===== config.mk =====
export PLATFORM = sky130hd
export DESIGN_NAME = mac_result_collector
export DESIGN_NICKNAME = d
export VERILOG_FILES = /design/src/rtl/mac_result_collector.sv
export SDC_FILE = /design/constraint.sdc
export NUM_CORES = 1
export LEC_CHECK = 0
export CORE_ASPECT_RATIO = 2
export CORE_UTILIZATION = 39
export DETAILED_ROUTE_END_ITERATION = 12
export GPL_TIMING_DRIVEN = 0
export HOLD_SLACK_MARGIN = 0.15
export PLACE_DENSITY_LB_ADDON = 0.3
export SYNTH_ARGS = -nofsm -noshare
export SYNTH_HDL_FRONTEND = slang
export SYNTH_SLANG_ARGS = --single-unit

===== constraint.sdc =====
create_clock -name clk -period 8.2 [get_ports clk]
set_clock_uncertainty 0.05 [all_clocks]
set_input_delay 1.23 -clock clk [delete_from_list [all_inputs] [get_ports clk]]
set_output_delay 1.23 -clock clk [all_outputs]
set_load 0.03 [all_outputs]

===== src/rtl/mac_result_collector.sv =====
// mac_result_collector
// Collects per-lane accumulator results from mac_array, requantizes each lane
// to W bits (arithmetic shift, optional ReLU, saturation), assembles a packed
// row once every lane has reported, and queues rows in a first-word-fall-through
// FIFO drained over a valid/ready handshake.
//
// Ports:
//   clk, rst                 clock (rising edge), asynchronous active-high reset
//   acc_in_0..acc_in_3       signed lane accumulators, ACC_W bits each
//   valid_in[N_MACS]         per-lane single-cycle capture strobes
//   relu_en                  clamp negative lane results to 0 (sampled per capture)
//   out_data[N_MACS*W]       head row, lane i in bits [i*W +: W]
//   out_valid / out_ready    row handshake (out_valid = FIFO non-empty)
//   count                    rows held in the FIFO
//   full                     count == DEPTH
//   overflow                 sticky: a completed row was dropped
//   dup_err                  sticky: a lane was strobed twice within one row
module mac_result_collector #(
    parameter int unsigned W      = 8,
    parameter int unsigned ACC_W  = 16,
    parameter int unsigned N_MACS = 4,
    parameter int unsigned SHIFT  = 0,
    parameter int unsigned DEPTH  = 4
) (
    input  logic                        clk,
    input  logic                        rst,
    input  logic [ACC_W-1:0]            acc_in_0,
    input  logic [ACC_W-1:0]            acc_in_1,
    input  logic [ACC_W-1:0]            acc_in_2,
    input  logic [ACC_W-1:0]            acc_in_3,
    input  logic [N_MACS-1:0]           valid_in,
    input  logic                        relu_en,
    output logic [N_MACS*W-1:0]         out_data,
    output logic                        out_valid,
    input  logic                        out_ready,
    output logic [$clog2(DEPTH):0]      count,
    output logic                        full,
    output logic                        overflow,
    output logic                        dup_err
);

    localparam int unsigned PTR_W = (DEPTH > 1) ? $clog2(DEPTH) : 1;
    localparam int unsigned CNT_W = $clog2(DEPTH) + 1;
    localparam int unsigned ROW_W = N_MACS * W;
    localparam logic [CNT_W-1:0] DEPTH_C = CNT_W'(DEPTH);
    localparam logic signed [ACC_W-1:0] SAT_MAX = ACC_W'((1 << (W - 1)) - 1);
    // -2^(W-1) is the bitwise complement of 2^(W-1)-1 in two's complement
    localparam logic signed [ACC_W-1:0] SAT_MIN = ~SAT_MAX;

    // Shift (floor), optional ReLU, then saturate to the signed W-bit range
    function automatic logic [W-1:0] requant(input logic signed [ACC_W-1:0] acc,
                                             input logic relu);
        logic signed [ACC_W-1:0] s;
        s = acc >>> SHIFT;
        if (relu && s[ACC_W-1]) begin
            s = '0;
        end
        if (s > SAT_MAX) begin
            return SAT_MAX[W-1:0];
        end else if (s < SAT_MIN) begin
            return SAT_MIN[W-1:0];
        end
        return s[W-1:0];
    endfunction

    logic signed [ACC_W-1:0] acc_c [N_MACS];
    logic [W-1:0]            rq_c  [N_MACS];
    logic [W-1:0]            lane_q [N_MACS];
    logic [W-1:0]            lane_d [N_MACS];
    logic [N_MACS-1:0]       got_q, got_d;
    logic [ROW_W-1:0]        mem_q [DEPTH];
    logic [PTR_W-1:0]        wr_ptr_q, wr_ptr_d, rd_ptr_q, rd_ptr_d;
    logic [CNT_W-1:0]        count_q, count_d;
    logic                    ovf_q, ovf_d, dup_q, dup_d;
    logic [ROW_W-1:0]        row_c;
    logic                    complete_c, push_c, pop_c;

    assign acc_c[0] = acc_in_0;
    assign acc_c[1] = acc_in_1;
    assign acc_c[2] = acc_in_2;
    assign acc_c[3] = acc_in_3;

    // Lane capture, row completion and FIFO bookkeeping
    always_comb begin
        lane_d     = lane_q;
        row_c      = '0;
        got_d      = got_q | valid_in;
        dup_d      = dup_q | (|(got_q & valid_in));
        complete_c = &(got_q | valid_in);
        pop_c      = out_valid && out_ready;
        // a pop in the same edge frees the slot the push needs
        push_c     = complete_c && ((count_q != DEPTH_C) || pop_c);
        ovf_d      = ovf_q | (complete_c & ~push_c);
        wr_ptr_d   = wr_ptr_q;
        rd_ptr_d   = rd_ptr_q;
        count_d    = count_q;
        for (int i = 0; i < int'(N_MACS); i++) begin
            rq_c[i] = requant(acc_c[i], relu_en);
            if (valid_in[i]) begin
                lane_d[i] = rq_c[i];
            end
            row_c[i*W +: W] = lane_d[i];
        end
        if (complete_c) begin
            got_d = '0;
        end
        if (push_c) begin
            wr_ptr_d = wr_ptr_q + PTR_W'(1);
        end
        if (pop_c) begin
            rd_ptr_d = rd_ptr_q + PTR_W'(1);
        end
        count_d = count_q + CNT_W'(push_c) - CNT_W'(pop_c);
    end

    // State registers
    always_ff @(posedge clk or posedge rst) begin
        if (rst) begin
            for (int i = 0; i < int'(N_MACS); i++) begin
                lane_q[i] <= '0;
            end
            for (int j = 0; j < int'(DEPTH); j++) begin
                mem_q[j] <= '0;
            end
            got_q    <= '0;
            wr_ptr_q <= '0;
            rd_ptr_q <= '0;
            count_q  <= '0;
            ovf_q    <= 1'b0;
            dup_q    <= 1'b0;
        end else begin
            lane_q   <= lane_d;
            got_q    <= got_d;
            wr_ptr_q <= wr_ptr_d;
            rd_ptr_q <= rd_ptr_d;
            count_q  <= count_d;
            ovf_q    <= ovf_d;
            dup_q    <= dup_d;
            if (push_c) begin
                mem_q[wr_ptr_q] <= row_c;
            end
        end
    end

    assign out_data  = mem_q[rd_ptr_q];
    assign out_valid = (count_q != '0);
    assign full      = (count_q == DEPTH_C);
    assign count     = count_q;
    assign overflow  = ovf_q;
    assign dup_err   = dup_q;

endmodule

# Yosys cells after proc, flatten, opt, wreduce, memory -nomap -nowiden
# Index checks and enable logic that the tools add are counted.
[word_totals] regBits=173 in_bits=72 word_cells=85
[classes] addsub=4 order_cmp=11 n_eq_ne=2 mux=35 n_bitwise=8 reduce_logical=11
[ops] cell="$bwmux 128" n=1
[ops] cell="$mux 8" n=16
[ops] cell="$mux 32" n=3
[ops] cell="$bmux 32 s2" n=1
[ops] cell="$demux 32 s2" n=1
[ops] cell="$gt 16x8->1 const B" n=4
[ops] cell="$lt 16x8->1 const B" n=4
[ops] cell="$mux 16" n=4
[ops] cell="$mux 1" n=8
[ops] cell="$logic_and 1x1->1" n=7
[ops] cell="$ge 3x3->1 const B" n=2
[ops] cell="$not 2->3" n=2
[ops] cell="$add 2x1->2 const B" n=2
[ops] cell="$and 4x4->4" n=1
[ops] cell="$mux 4" n=1
[ops] cell="$or 4x4->4" n=1
[ops] cell="$reduce_and 4->1" n=1
[ops] cell="$reduce_or 4->1" n=1
[ops] cell="$add 3x1->3" n=1
[ops] cell="$eq 3x3->1 const B" n=1
[ops] cell="$lt 3x1->1 const B" n=1
[ops] cell="$ne 3x3->1 const B" n=1
[ops] cell="$reduce_bool 3->1" n=1
[ops] cell="$sub 3x1->3" n=1
[ops] cell="other kinds (4)" n=5

# Longest topological paths before layout
[logic_depth] word_depth=8 depth_mapped=9 mapped_depth_nobuf=8

# Worst setup path after synthesis
# No wires, ideal clock.
[synth_timing] path_type="input-to-reg" start="input out_ready" end="register count_q[2], in the netlist count[2]" setup_time_ns=0.123 arrival_ns=2.962 required_ns=8.027 setup_slack_ns=5.065 stages=9 n_path_buf=1 cell_sequence="or4b_1 > buf_2 > nand3_1 > ha_1 > inv_1 > ha_1 > fa_1 > xnor2_1 > xnor2_1"
[synth_via] elab_chain_cells=5
[synth_lines] item="start, declared" line_no="35" text="input logic out_ready,"
[synth_lines] item="$logic_and 1x1->1 *" line_no="90" text="pop_c = out_valid && out_ready;"
[synth_lines] item="$logic_or 1x1->1" line_no="92" text="push_c = complete_c && ((count_q != DEPTH_C) || pop_c);"
[synth_lines] item="$logic_and 1x1->1" line_no="92"
[synth_lines] item="$add 3x1->3" line_no="113" text="count_d = count_q + CNT_W'(push_c) - CNT_W'(pop_c);"
[synth_lines] item="$sub 3x1->3 *" line_no="113"
[synth_lines] item="net count_d[2]" line_no="73" text="logic [CNT_W-1:0] count_q, count_d;"
[synth_lines] item="end signal, assigned" line_no="136" text="count_q <= count_d;"
[synth_lines] item="end, declared" line_no="73"
# The timed path passes the listed nets; every way through them passes the cells marked *.
# A chain may end at the register's enable or synchronous reset.

# Worst setup path in the final report
[layout_timing] start="register rd_ptr_q[1]" end="output out_data[27]"
[layout_via] elab_chain_cells=4
[layout_lines] item="start, declared" line_no="72" text="logic [PTR_W-1:0] wr_ptr_q, wr_ptr_d, rd_ptr_q, rd_ptr_d;"
[layout_lines] item="start signal, assigned" line_no="135" text="rd_ptr_q <= rd_ptr_d;"
[layout_lines] item="$not 2->3 (not written as such)" line_no="145" text="assign out_data = mem_q[rd_ptr_q];"
[layout_lines] item="$bmux 32 s2" line_no="145"
[layout_lines] item="$mux 32 (not written as such) (2 in series)" line_no="145"
[layout_lines] item="end, declared" line_no="33" text="output logic [N_MACS*W-1:0] out_data,"
# Every way passes these cells. The select of a mux whose other input is x is not followed.

==> flow_metrics.py <==
metrics = {
    "outcome": {
        "run_status": "complete, no violations",
    },
    "timing": {
        "max_freq_ghz": 0.223,
        "maxSlewViolCount": 0,
        "setup_viol": 0,
        "rsz0062_at_grt": "no",
        "worst_slew_pin_slew_ps": 1380,
        "layout_setup_ws_ps": 3710,
        "slew_headroom": 0.0676,
        "fin_crit_sh": 0.548,
        "fin_crit_ps": 4490,
        "hold_viol": 0,
    },
    "placed_design": {
        "io_buffers": 110,
        "gp_congestion": 0.895,
        "post-place-ws_ps": 4200,
        "place_inst": 1132,
        "hpwlAfterDp_mm": 21.5,
    },
    "clocking": {
        "postCtsResizedCells": 0,
        "cts.clk_slew.worst_paths_ps": 80,
        "cts_hold_buffers": 0,
        "clk_path_buf_depth": 2,
        "cts_sinks": 173,
        "cts_tree": "built",
        "numCtsBuffers": 17,
        "h-tree-depth": 4,
        "clock_latency_ps": 440,
        "clock-root-buffer": "clkbuf_16",
        "postCtsSetupRepairBufs": 0,
    },
    "die": {
        "core_um2": 22700,
        "dieWidth_um": 110,
        "start_util": 0.400,
        "rows": 78,
        "dieArea_um2": 23900,
        "design.portCount": 111,
        "die_y_um": 218,
    },
    "synth": {
        "synth_top_area_cell": "dfrtp_1",
        "synth_async_sr_flop_share": 1.00,
        "synth_edf_count": 0,
        "ys_seq_area_frac": 0.477,
        "synth_cells": 741,
        "synth_area_leaders": "dfrtp_1 (48%), a41oi_1 (15%), mux4_2 (7.9%)",
        "synth_top_area_frac": 0.477,
        "ys_ff_latch": 173,
        "syn-mean-instance-area_um2": 12.3,
        "synth_cell_type_count": 39,
        "synth-warning-count": 0,
        "synth_ff_type": "dfrtp_1",
        "synth_fp_nets": 820,
        "synth_area_um2": 9080,
    },
    "worst_setup_path": {
        "slowest_stage": "clkbuf_1",
        "crit_family": "buffers and inverters",
        "crit_path_max_fanout": 10,
        "crit_path_frequent_cell": "buf_2",
        "critPathLaunch": "rd_ptr_q[1]",
        "timing.rr.start": "count[1]",
        "cp.depth": 5,
        "max_stage_delay_ps": 680,
        "endpoint": "out_data[27]",
        "path_buf_inv": 4,
        "reg2reg_setup_slack_ps": 5580,
        "reg2reg_depth": 9,
        "r2r_end": "count[2]",
        "worstPathRequired_ps": 6920,
        "critPathKind": "flip-flop to primary output",
        "arrival_ps": 3210,
        "crit_chain": "buf_2 -> buf_2 -> clkbuf_1 -> mux4_2 -> clkdlybuf4s50_1",
        "startpoint_type": "flip-flop",
        "cp-end-kind": "primary output",
    },
    "run": {
        "max_cap_viol_count": 0,
    },
    "pwr": {
        "internal_power_mw": 2.69,
        "switching_share": 0.426,
        "p_seq_frac": 0.306,
        "peakVddDrop_uv": 252,
        "leakage_nw": 4.09,
        "combinationalPowerShare": 0.525,
        "p_clk_frac": 0.169,
        "total_power_mw": 4.69,
        "p_sw_mw": 2.00,
        "power_density_nw_per_um2": 421,
    },
    "final_layout": {
        "fin_cells": 1164,
        "nets": 950,
        "drive_gt1_frac": 0.186,
        "area_growth_pct": 22.7,
        "antenna_cells": 0,
    },
    "routing": {
        "drc": 0,
        "dr.first_iter.drc_count": 550,
        "ant_nets": 0,
        "wl_per_cell_um": 25.4,
        "num_vias": 7666,
        "drt-vias-per-instance": 6.59,
        "routed_wl_mm": 29.6,
        "drt_pass1_iterations": 5,
    },
    "global_routing": {
        "grt_pass1_vias": 8032,
        "grt_use_total": 0.262,
        "antenna_found_initial": 0,
        "overflow": 0,
        "grt_pass1_wl_mm": 45.7,
        "grt_max_degree": 130,
    },
    "min_path": {
        "holdCritPathClass": "flip-flop to flip-flop",
    },
}
-- worst register-to-register path, cell delays in order (launching register included) --
cell,delay [ps]
dfrtp_1,430
or4b_1,560
buf_2,210
nand3_1,180
ha_1,170
inv_1,40
ha_1,190
fa_1,400
xnor2_1,190
xnor2_1,130
-- stage by stage --
step           area [um2]  setup TNS [ps]  hold WS, ps  utilization
3_5_place_dp        10600               0          420        0.465
4_1_cts             11100               0          452        0.490
6_report            11100               0          455        0.490
2_1_floorplan        9080               0          425            -
5_1_grt             11100               0          471        0.490
3_3_place_gp        10500          -32190          415        0.463
-- cell type report --
| cell class | instances | area [um2] |
|---|---|---|
| plain buffers | 104 | 497 |
| clock buffers | 19 | 453 |
| clock inverters | 13 | 124 |
| fillers | 2063 | 11600 |
| inverters | 10 | 45.0 |
| multi-input cells | 454 | 4220 |
| flip-flops and latches | 173 | 4330 |
| well taps | 280 | 350 |
| repair buffers | 111 | 1130 |
-- sequential cells by signal (all words and copies together) (netlist names) --
name and flops:
dup_err 1, rd_ptr_q 2, lane_q 32, wr_ptr_q 2, mem_q 128, overflow 1, count 3, got_q 4
-- per-layer routing --
layer	track usage	vias up	wire length, um
li1	-	3349	-
met1	0.283	3878	10100
met2	0.457	335	16100
met3	0.0403	104	1420
met4	0.183	0	1990
met5	0	-	0
-- cells by family (layout without fill, tap and decap cells) --
kind of cell	count (synthesis)	count (layout)	synth area share
compound gates	290	290	0.275
flops	173	173	0.477
fa+ha+maj	7	7	0.0105
simple gates	103	103	0.0716
mux	49	49	0.102
xor+xnor	5	5	0.00482
buf+inv	114	257	0.0588
-- power by group through the flow --
stage                     Combinational (mW)  Sequential (mW)  Clock (mW)
after global placement                  2.41             1.43           0
after detailed placement                2.46             1.44           0
after floorplan                         1.62             1.39           0
after global routing                    2.61             1.48       0.836
final                                   2.46             1.44       0.793
after CTS                               2.46             1.43       0.801
-- layout by cell type, fill, tap and decap left out, types with 3 or more instances in the layout --
master           synthesis  final
a31oi_1                 76     76
a31oi_2                 20     20
a41oi_1                152    152
and2_1                   4      4
and4_1                   4      4
and4_4                   4      4
and4b_1                  8      8
buf_1                    5      5
buf_2                   19     19
buf_6                   11     11
clkbuf_1                69     69
clkbuf_16                0     17
clkdlybuf4s50_1          0    110
dfrtp_1                173    173
ha_1                     6      6
inv_1                   10      9
inv_6                    0      7
inv_8                    0      3
mux2_2                  12     12
mux2_4                   5      5
mux4_2                  32     32
nand2_1                 27     27
nand2b_1                 4      4
nand3_1                  5      5
nand3b_1                 4      4
nand4_1                  4      4
nor2b_1                 28     28
o21a_1                   4      4
o21ai_0                  4      4
o31ai_2                 27     27
or4_1                    8      8
xnor2_1                  4      4
-- how the worst min path moves through the flow --
stage / end / start / cells after the start
floorplan: mem_q[55] / mem_q[55] / 1
detailed placement: dup_err / dup_err / 2
finish: dup_err / dup_err / 2
global placement: overflow / overflow / 1
global route: dup_err / dup_err / 2
CTS: dup_err / dup_err / 2
-- synthesized netlist by cell type (5+ instances only) --
cell type  number
a31oi_1        76
a31oi_2        20
a41oi_1       152
and4b_1         8
buf_1           5
buf_2          19
buf_6          11
clkbuf_1       69
dfrtp_1       173
ha_1            6
inv_1          10
mux2_2         12
mux2_4          5
mux4_2         32
nand2_1        27
nand3_1         5
nor2b_1        28
o31ai_2        27
or4_1           8
Power figures use the tool's default switching activity.
